**src/rtl/seq_mul_unit_if.sv**
```systemverilog
// seq_mul_unit_if: request/response bundle for the sequential multiplier.
//   Requester side (master) drives iStart, iSigned, iFlush, iData_A, iData_B.
//   Multiplier side (slave) drives oBusy, oDone, oProduct, oResultLow, oOverflow.
interface seq_mul_unit_if #(
    parameter int WIDTH = 16
);
    logic               iStart;
    logic               iSigned;
    logic               iFlush;
    logic [WIDTH-1:0]   iData_A;
    logic [WIDTH-1:0]   iData_B;
    logic               oBusy;
    logic               oDone;
    logic [2*WIDTH-1:0] oProduct;
    logic [WIDTH-1:0]   oResultLow;
    logic               oOverflow;

    modport master (
        output iStart, iSigned, iFlush, iData_A, iData_B,
        input  oBusy, oDone, oProduct, oResultLow, oOverflow
    );

    modport slave (
        input  iStart, iSigned, iFlush, iData_A, iData_B,
        output oBusy, oDone, oProduct, oResultLow, oOverflow
    );
endinterface

```
**src/rtl/seq_mul_unit.sv**
```systemverilog
// seq_mul_unit: multi-cycle radix-2 shift-add multiplier, signed or unsigned
// per operation, with a start/busy/done handshake.
//   Clock : rising-edge system clock
//   Reset : asynchronous active-low reset
//   bus   : seq_mul_unit_if.slave
//           iStart/iSigned/iData_A/iData_B sampled when accepted (oBusy=0)
//           iFlush aborts to IDLE (beats iStart)
//           oBusy, oDone (1-cycle pulse), oProduct (2*WIDTH), oResultLow,
//           oOverflow (product does not fit in WIDTH bits)
module seq_mul_unit #(
    parameter int WIDTH      = 16,
    parameter bit EARLY_ZERO = 1'b1
) (
    input  logic          Clock,
    input  logic          Reset,
    seq_mul_unit_if.slave bus
);
    localparam int PW = 2 * WIDTH;
    localparam int CW = $clog2(WIDTH + 1);

    typedef enum logic [1:0] {S_IDLE, S_CALC, S_SIGN, S_DONE} state_t;

    state_t            state_q, state_d;
    logic [WIDTH-1:0]  mcand_q, mcand_d;   // |A|
    logic [PW-1:0]     acc_q,   acc_d;     // {partial sum, remaining multiplier bits}
    logic [CW-1:0]     cnt_q,   cnt_d;
    logic              neg_q,   neg_d;
    logic              sgn_q,   sgn_d;
    logic [PW-1:0]     prod_q,  prod_d;
    logic              ovf_q,   ovf_d;

    logic [WIDTH-1:0]  mag_a, mag_b;
    logic [WIDTH:0]    sum;
    logic [PW-1:0]     fin;
    logic              fin_ovf;

    // Magnitudes: the most-negative value maps onto itself, which is the
    // correct unsigned magnitude 2^(WIDTH-1).
    always_comb begin
        mag_a = (bus.iSigned && bus.iData_A[WIDTH-1]) ? -bus.iData_A : bus.iData_A;
        mag_b = (bus.iSigned && bus.iData_B[WIDTH-1]) ? -bus.iData_B : bus.iData_B;
    end

    // One radix-2 step; the extra bit keeps the carry that the shift pulls in.
    always_comb begin
        sum = {1'b0, acc_q[PW-1:WIDTH]} + {1'b0, (acc_q[0] ? mcand_q : '0)};
    end

    always_comb begin
        fin = neg_q ? -acc_q : acc_q;
        if (sgn_q)
            fin_ovf = (fin[PW-1:WIDTH] != {WIDTH{fin[WIDTH-1]}});
        else
            fin_ovf = (fin[PW-1:WIDTH] != '0);
    end

    always_comb begin
        state_d = state_q;
        mcand_d = mcand_q;
        acc_d   = acc_q;
        cnt_d   = cnt_q;
        neg_d   = neg_q;
        sgn_d   = sgn_q;
        prod_d  = prod_q;
        ovf_d   = ovf_q;

        if (bus.iFlush) begin
            state_d = S_IDLE;
        end else begin
            unique case (state_q)
                S_IDLE: begin
                    if (bus.iStart) begin
                        mcand_d = mag_a;
                        acc_d   = {{WIDTH{1'b0}}, mag_b};
                        cnt_d   = '0;
                        sgn_d   = bus.iSigned;
                        neg_d   = bus.iSigned & (bus.iData_A[WIDTH-1] ^ bus.iData_B[WIDTH-1]);
                        if (EARLY_ZERO && (bus.iData_A == '0 || bus.iData_B == '0)) begin
                            prod_d  = '0;
                            ovf_d   = 1'b0;
                            state_d = S_DONE;
                        end else begin
                            state_d = S_CALC;
                        end
                    end
                end
                S_CALC: begin
                    acc_d = {sum, acc_q[WIDTH-1:1]};
                    cnt_d = cnt_q + CW'(1);
                    if (cnt_q == CW'(WIDTH - 1))
                        state_d = S_SIGN;
                end
                S_SIGN: begin
                    prod_d  = fin;
                    ovf_d   = fin_ovf;
                    state_d = S_DONE;
                end
                S_DONE: begin
                    state_d = S_IDLE;
                end
                default: state_d = S_IDLE;
            endcase
        end
    end

    always_ff @(posedge Clock or negedge Reset) begin
        if (!Reset) begin
            state_q <= S_IDLE;
            mcand_q <= '0;
            acc_q   <= '0;
            cnt_q   <= '0;
            neg_q   <= 1'b0;
            sgn_q   <= 1'b0;
            prod_q  <= '0;
            ovf_q   <= 1'b0;
        end else begin
            state_q <= state_d;
            mcand_q <= mcand_d;
            acc_q   <= acc_d;
            cnt_q   <= cnt_d;
            neg_q   <= neg_d;
            sgn_q   <= sgn_d;
            prod_q  <= prod_d;
            ovf_q   <= ovf_d;
        end
    end

    assign bus.oBusy      = (state_q != S_IDLE);
    assign bus.oDone      = (state_q == S_DONE);
    assign bus.oProduct   = prod_q;
    assign bus.oResultLow = prod_q[WIDTH-1:0];
    assign bus.oOverflow  = ovf_q;
endmodule

```
**src/flat_wrapper.sv**
```systemverilog
// flat-port wrapper written by rule: the top's interface ports become plain ports
module seq_mul_unit_flat 
#(
    parameter int WIDTH      = 16,
    parameter bit EARLY_ZERO = 1'b1
)
  (Clock, Reset, bus_iStart, bus_iSigned, bus_iFlush, bus_iData_A, bus_iData_B, bus_oBusy, bus_oDone, bus_oProduct, bus_oResultLow, bus_oOverflow);
  seq_mul_unit_if #(.WIDTH(WIDTH)) bus_i ();
  input  logic Clock;
  input  logic Reset;
  input wire logic [$bits(bus_i.iStart)-1:0] bus_iStart;
  input wire logic [$bits(bus_i.iSigned)-1:0] bus_iSigned;
  input wire logic [$bits(bus_i.iFlush)-1:0] bus_iFlush;
  input wire logic [$bits(bus_i.iData_A)-1:0] bus_iData_A;
  input wire logic [$bits(bus_i.iData_B)-1:0] bus_iData_B;
  output wire logic [$bits(bus_i.oBusy)-1:0] bus_oBusy;
  output wire logic [$bits(bus_i.oDone)-1:0] bus_oDone;
  output wire logic [$bits(bus_i.oProduct)-1:0] bus_oProduct;
  output wire logic [$bits(bus_i.oResultLow)-1:0] bus_oResultLow;
  output wire logic [$bits(bus_i.oOverflow)-1:0] bus_oOverflow;
  assign bus_i.iStart = bus_iStart;
  assign bus_i.iSigned = bus_iSigned;
  assign bus_i.iFlush = bus_iFlush;
  assign bus_i.iData_A = bus_iData_A;
  assign bus_i.iData_B = bus_iData_B;
  assign bus_oBusy = bus_i.oBusy;
  assign bus_oDone = bus_i.oDone;
  assign bus_oProduct = bus_i.oProduct;
  assign bus_oResultLow = bus_i.oResultLow;
  assign bus_oOverflow = bus_i.oOverflow;
  seq_mul_unit #(.WIDTH(WIDTH), .EARLY_ZERO(EARLY_ZERO)) u_core (.Clock(Clock), .Reset(Reset), .bus(bus_i));
endmodule
```
**config.mk**
```make
export PLATFORM = sky130hd
export DESIGN_NAME = seq_mul_unit_flat
export DESIGN_NICKNAME = d
export VERILOG_FILES = /design/src/rtl/seq_mul_unit_if.sv /design/src/rtl/seq_mul_unit.sv /design/src/flat_wrapper.sv
export SDC_FILE = /design/constraint.sdc
export NUM_CORES = 1
export LEC_CHECK = 0
export ABC_AREA = 1
export CAP_MARGIN = 20
export CELL_PAD_IN_SITES_DETAIL_PLACEMENT = 2
export CELL_PAD_IN_SITES_GLOBAL_PLACEMENT = 2
export CORE_ASPECT_RATIO = 1.75
export CORE_MARGIN = 3
export CORE_UTILIZATION = 29
export CTS_BUF_LIST = sky130_fd_sc_hd__clkbuf_8
export DETAILED_ROUTE_END_ITERATION = 6
export GPL_ROUTABILITY_DRIVEN = 0
export GPL_TIMING_DRIVEN = 0
export PLACE_DENSITY_LB_ADDON = 0.08
export SLEW_MARGIN = 20
export SYNTH_ARGS = -nofsm -noshare
export SYNTH_HDL_FRONTEND = slang
export SYNTH_SLANG_ARGS = --single-unit
```
**constraint.sdc**
```tcl
create_clock -name Clock -period 2.27 [get_ports Clock]
set_input_delay 0.454 -clock Clock [delete_from_list [all_inputs] [get_ports Clock]]
set_output_delay 0.454 -clock Clock [all_outputs]
set_load 0.05 [all_outputs]
```
After elaboration in Yosys (flattened, before gate mapping)

Cells that the tools add are included.
Widths: inputs -> output; s select.

Register bits after elaboration: 90
Bits in latches: 0
Bits in writable memories: 0
ROM bits: 0
Input bits: 37
Output and inout port bits: 51
Memories kept: 0

Add/subtract/negate cells: 5
Multiply operators: 0
Div/mod/pow operators: 0
Order comparisons: 0
Equality and inequality tests: 9
Shift operators: 0
Mux-type cells: 20
Bitwise operators: 3
Reductions and logical operators: 14

Operators by type and width:

| kind                | count |
|---|---|
| $mux 32             | 4 |
| $pmux 32 s2         | 2 |
| $mux 16             | 3 |
| $logic_not 16->1    | 2 |
| $neg 16->16         | 2 |
| $neg 32->32         | 1 |
| $add 16x16->17      | 1 |
| $ne 16x16->1        | 1 |
| $reduce_bool 16->1  | 1 |
| $pmux 5 s2          | 1 |
| $mux 2              | 4 |
| $pmux 2 s4          | 1 |
| $reduce_and 3->1    | 2 |
| $reduce_bool 2->1   | 3 |
| $add 5x1->5 const B | 1 |
| $eq 5x4->1 const B  | 1 |
| $mux 5              | 1 |
| $eq 2x2->1 const B  | 2 |
| $reduce_and 4->1    | 1 |
| $mux 1              | 3 |
| $ne 3x2->1 const B  | 1 |
| $ne 3x3->1 const B  | 1 |
| $eq 2x1->1 const B  | 1 |
| $logic_and 1x1->1   | 2 |
| 9 further kinds     | 9 |

Longest topological paths before layout

Word-level depth: 6
Depth in mapped cells: 20

Least setup slack after synthesis

Ideal clock, no wire load.

Path type: register -> register
Start point: register u_core.acc_q[0]
End point: register u_core.acc_q[25]
Setup time: 0.127 ns
Data arrival time: 2.392 ns
Required time: 2.143 ns
Path slack: -0.249 ns
Stages on the path, launching flop included: 19
Period minus slack after synthesis: 2.519 ns
Path through: dfrtp_1 > buf_6 > clkbuf_1 > nand2_1 > inv_1 > ha_1 > inv_1 > fa_1 > inv_1 > nand3_1 > nand3_1 > inv_1 > nor2_1 > nor2_1 > o21ai_1 > a21boi_0 > or2_0 > nand3_1 > o21ai_1

Longest elaborated chain between the ends: 3

RTL lines:

| item                   | line                | RTL |
|---|---|---|
| start, declared        | seq_mul_unit.sv:25  | `logic [PW-1:0] acc_q, acc_d;` |
| start signal, assigned | seq_mul_unit.sv:110 | `acc_q <= '0;` |
| start signal, assigned | seq_mul_unit.sv:119 | `acc_q <= acc_d;` |
| $mux 16                | seq_mul_unit.sv:46  | `sum = {1'b0, acc_q[PW-1:WIDTH]} + {1'b0, (acc_q[0] ? mcand_q : '0)};` |
| $add 16x16->17         | seq_mul_unit.sv:46  |  |
| $pmux 32 s2            | seq_mul_unit.sv:70  | `unique case (state_q)` |

No other way between the ends.
A chain may end at the register's enable or synchronous reset.

Worst setup path in the final report

Same ends and word-level chain as after synthesis.

==> parameters.txt <==
Parameter                              Value

Run status
  Outcome    complete, but fails checks
  Violated checks    setup timing

Clock tree
  Maximum clock path buffer count    2
  CTS tree    done
  Clock Pin Slew Worst Setup and Hold Paths    0.09 ns
  Clock tree root buffer cell    sky130_fd_sc_hd__clkbuf_8
  CTS buffer count    9
  CTS H-Tree Depth    3
  Clock Sinks    90
  Insertion delay of the later-clocked pin in the worst-skew pair    0.40 ns

Route
  Drt initial violations    151
  Number of nets with antenna violations after routing    0
  Routed length on met1    9.002 mm
  Final routed DRC violation total    0
  Top sig layer    met4
  Mean number of vias per cell    4.955
  Aggregate routed wire length    25.09 mm
  Total met3 wirelength after detailed routing    494 um
  First-pass detailed-route iteration total    4
  Routed wirelength normalized by instance count    18.67 um
  Vias after detailed routing    6660
  Sum of met2 wire segment lengths after detailed routing    14.55 mm

STA
  Max_slew headroom    0.5691
  Least-Margin Pin Slew    0.6463 ns
  Endpoints failing hold    0
  Setup clock skew after layout    0.02018 ns
  Setup-failing EPs final    9
  Final period demand of the worst path    2.396 ns
  Unrepaired setup endpoints after global routing    yes
  Number of max-slew violations in the final report    0
  Sum Neg Setup Slack    -0.4266 ns
  Final Worst Setup Slack    -0.1264 ns
  Final period utilization    1.056
  Achievable clock frequency    417.3 MHz
  Min Hold Slack    0.3912 ns

Floorplan
  Chip Width    119.3 um
  Number of standard-cell rows in the floorplan    71
  Placeable Area    0.02176 mm^2
  Initial cell density of the core    0.2992
  Die outline area    0.02436 mm^2
  Die extent in y    204.2 um
  Number of I/O pins    88

Final layout
  Fraction of layout cells with a size suffix above 1    0.1816
  Util after Layout    0.4025
  Antenna cells    0
  Final-layout fill cell count    2545
  Summed area of non-filler cells in the final layout    0.008760 mm^2
  Area growth, synth to finish    34.51%
  Count of nets after finishing    1110

Global routing
  Global-route wire length before repair    38.64 mm
  Overflow after GRT    0
  Largest net degree at the start of global routing    58
  Via count of the first global-routing pass    7276
  Antenna violations before repair    0
  Global router's overall resource usage    0.2041

Run
  Max-capacitance violation count    0

Critical path
  Critical path data required time    2.54 ns
  Maximum net fanout on the critical path    5
  Worst path bufs/invs    6
  Worst path slowest cell    sky130_fd_sc_hd__dfrtp_1
  Critical path class    flop to flop
  CP startpoint kind    flop
  Worst Path Arrival    2.67 ns
  Most repeated library cell on the critical path    sky130_fd_sc_hd__inv_2
  Worst stage delay on the critical path    0.35 ns
  CP cell instances    buf_6 > clkbuf_16 > nand2_4 > inv_2 > ha_4 > inv_2 > fa_2 > inv_2 > nand3_2 > nand3_2 > inv_2 > nor2_4 > nor2_4 > o21ai_4 > a21boi_2 > or2_0 > nand3_1 > o21ai_1
  Type of destination of the critical path    flop
  Critical path's top delay family    simple AND/OR/NAND/NOR gates

Synth
  Cells after synthesis    921
  Post-synth net total    984
  Total of flip-flops plus latches after synthesis    90
  Count of distinct cell types in the synthesized netlist    51
  Proportion of synthesized chip area in sequential cells    0.3458
  Post-synth ARST share    1.000
  Number of enable flip-flop cells after synthesis    0
  Count of yosys warnings during synthesis    0
  Synthesized area per cell    7.071 um^2
  Top flip-flop cell by instance count after synthesis    sky130_fd_sc_hd__dfrtp_1
  Synth Cell Area    0.006512 mm^2

Place
  HPWL after detailed placement    20.17 mm
  Number of buffers added on ports    87
  Area after detailed placement    0.007790 mm^2

Power
  Maximum resistive drop on vdd    0.5890 mV
  Cell area power density    1486 mW/mm^2
  Leakage power of the design    4.181 nW

Hold path
  Classification of the worst-slack hold path    primary input to flop
## final cells by class
cell class | count | area, um^2 | area share
timing repair buffer | 115 | 1150 | 0.1313
inverter | 113 | 436.7 | 0.04985
buffer | 40 | 299.0 | 0.03414
multi-input combinational | 678 | 4036 | 0.4608
sequential | 90 | 2252 | 0.2571
clock inverter | 6 | 82.58 | 0.009427
tap | 292 | 365.4 | 0.04171
clock buffer | 10 | 137.6 | 0.01571
## cells in the mapped netlist, types with 2 or more instances
cell type | instances | area share
sky130_fd_sc_hd__nand2_1 | 247 | 0.14
sky130_fd_sc_hd__inv_1 | 107 | 0.062
sky130_fd_sc_hd__nor2_1 | 91 | 0.052
sky130_fd_sc_hd__dfrtp_1 | 90 | 0.35
sky130_fd_sc_hd__o21ai_0 | 67 | 0.051
sky130_fd_sc_hd__nand3_1 | 47 | 0.036
sky130_fd_sc_hd__xor2_1 | 34 | 0.046
sky130_fd_sc_hd__a21oi_1 | 33 | 0.025
sky130_fd_sc_hd__o21ai_1 | 28 | 0.022
sky130_fd_sc_hd__ha_1 | 25 | 0.048
sky130_fd_sc_hd__buf_4 | 18 | 0.021
sky130_fd_sc_hd__clkbuf_1 | 14 | 0.0081
sky130_fd_sc_hd__a22o_1 | 12 | 0.016
sky130_fd_sc_hd__o22ai_1 | 12 | 0.012
sky130_fd_sc_hd__nor3_1 | 8 | 0.0061
sky130_fd_sc_hd__nand4_1 | 7 | 0.0067
sky130_fd_sc_hd__nor2_2 | 7 | 0.0067
sky130_fd_sc_hd__buf_2 | 6 | 0.0046
sky130_fd_sc_hd__o211ai_1 | 6 | 0.0069
sky130_fd_sc_hd__xnor2_1 | 6 | 0.0081
sky130_fd_sc_hd__nor2_4 | 5 | 0.0086
sky130_fd_sc_hd__o31ai_1 | 5 | 0.0058
sky130_fd_sc_hd__a31oi_1 | 4 | 0.0038
sky130_fd_sc_hd__inv_2 | 4 | 0.0023
sky130_fd_sc_hd__nand2_2 | 4 | 0.0038
sky130_fd_sc_hd__nand2_4 | 3 | 0.0052
sky130_fd_sc_hd__a211oi_1 | 2 | 0.0023
sky130_fd_sc_hd__a21o_1 | 2 | 0.0023
sky130_fd_sc_hd__nand3_2 | 2 | 0.0031
sky130_fd_sc_hd__nand3b_1 | 2 | 0.0023
sky130_fd_sc_hd__o2111ai_1 | 2 | 0.0027
sky130_fd_sc_hd__o221ai_1 | 2 | 0.0027
## power by group
| group | internal [W] | switching [W] |
|---|---|---|
| combinational | 0.00297 | 0.00584 |
| clock | 0.000643 | 0.000633 |
| sequential | 0.00227 | 0.000669 |
| total | 0.00588 | 0.00714 |
## worst register-to-register path, delay by kind of cell (launching register included)
| family | cells | cell delay [ns] |
|---|---|---|
| adder cells (fa/ha/maj) | 2 | 0.47 |
| flip-flops | 1 | 0.35 |
| AO/OA/AOI/OAI | 3 | 0.34 |
| AND/OR/NAND/NOR | 7 | 0.61 |
| buffers and inverters | 6 | 0.50 |
## through the flow
step / power (W) / cells / worst slack [ns]
final: 0.01302 / 1344 / -0.1264
after global routing: 0.01418 / 1344 / -0.2417
after CTS: 0.01276 / 1329 / -0.2020
after detailed placement: 0.01112 / 1301 / -0.6417
after global placement: 0.01087 / 1300 / -2.874
after floorplan: 0.008389 / 921 / -0.01267
## path summary, 6_finish.rpt
kind	slack (ns)	endpoint	cells past startpoint	start
worst max-delay path	-0.13	u_core.acc_q[25]	18	u_core.acc_q[0]
worst min-delay path	0.39	u_core.acc_q[0]	3	bus_iData_B[0]
worst max register to register	-0.13	u_core.acc_q[25]	18	u_core.acc_q[0]
worst min register to register	0.48	u_core.bus.oProduct[23]	2	u_core.bus.oProduct[23]
max in group asynchronous	1.14	u_core.mcand_q[13]	3	Reset
min in group asynchronous	0.51	u_core.bus.oProduct[1]	2	Reset
## logic make-up after synthesis
group           after synthesis  share of synthesized area
compound gates              180                     0.1593
xor+xnor                     41                    0.05802
fa+ha+maj                    26                    0.05110
flops                        90                     0.3458
buf+inv                     153                     0.1012
mux                           1                   0.001537
simple gates                430                     0.2830
## metal layers
metal,track usage,up-vias
met4,0.09822,0
li1,-,3228
met2,0.4139,111
met3,0.02105,44
met1,0.2000,3277
met5,0,-
## repair_timing
item	in CTS	in global routing
endpoints found under the hold margin	33	0
hold buffers	1	0
pin swaps	13	28
cloned	0	1
buffers inserted	11	14
endpoints found under the setup margin	72	68
resized for setup	72	79
## registers in the layout, indices dropped and copies added, names as in the netlist
| name | flops |
|---|---|
| u_core.sgn_q | 1 |
| u_core.cnt_q | 5 |
| u_core.bus.oProduct | 32 |
| u_core.mcand_q | 16 |
| u_core.bus.oOverflow | 1 |
| u_core.acc_q | 32 |
| u_core.state_q | 2 |
| u_core.neg_q | 1 |
## cells in the final DEF, fill, tap and decap left out, types with 6 or more instances in the layout
| cell type | count |
|---|---|
| sky130_fd_sc_hd__a21oi_1 | 27 |
| sky130_fd_sc_hd__nand4_1 | 7 |
| sky130_fd_sc_hd__o211ai_1 | 6 |
| sky130_fd_sc_hd__inv_1 | 97 |
| sky130_fd_sc_hd__clkbuf_1 | 6 |
| sky130_fd_sc_hd__o22ai_1 | 12 |
| sky130_fd_sc_hd__o21ai_1 | 31 |
| sky130_fd_sc_hd__ha_4 | 7 |
| sky130_fd_sc_hd__nand3_1 | 36 |
| sky130_fd_sc_hd__nor2_2 | 15 |
| sky130_fd_sc_hd__o21ai_0 | 58 |
| sky130_fd_sc_hd__nand2_2 | 16 |
| sky130_fd_sc_hd__inv_2 | 14 |
| sky130_fd_sc_hd__nand3_2 | 11 |
| sky130_fd_sc_hd__xor2_1 | 34 |
| sky130_fd_sc_hd__clkbuf_8 | 10 |
| sky130_fd_sc_hd__nor2_4 | 8 |
| sky130_fd_sc_hd__nand2_1 | 233 |
| sky130_fd_sc_hd__ha_1 | 13 |
| sky130_fd_sc_hd__a22o_1 | 12 |
| sky130_fd_sc_hd__buf_6 | 6 |
| sky130_fd_sc_hd__xnor2_1 | 6 |
| sky130_fd_sc_hd__nor2_1 | 80 |
| sky130_fd_sc_hd__dfrtp_1 | 90 |
| sky130_fd_sc_hd__buf_4 | 41 |
| sky130_fd_sc_hd__clkdlybuf4s50_1 | 82 |
Note: power is estimated with default switching activity, not from simulation.
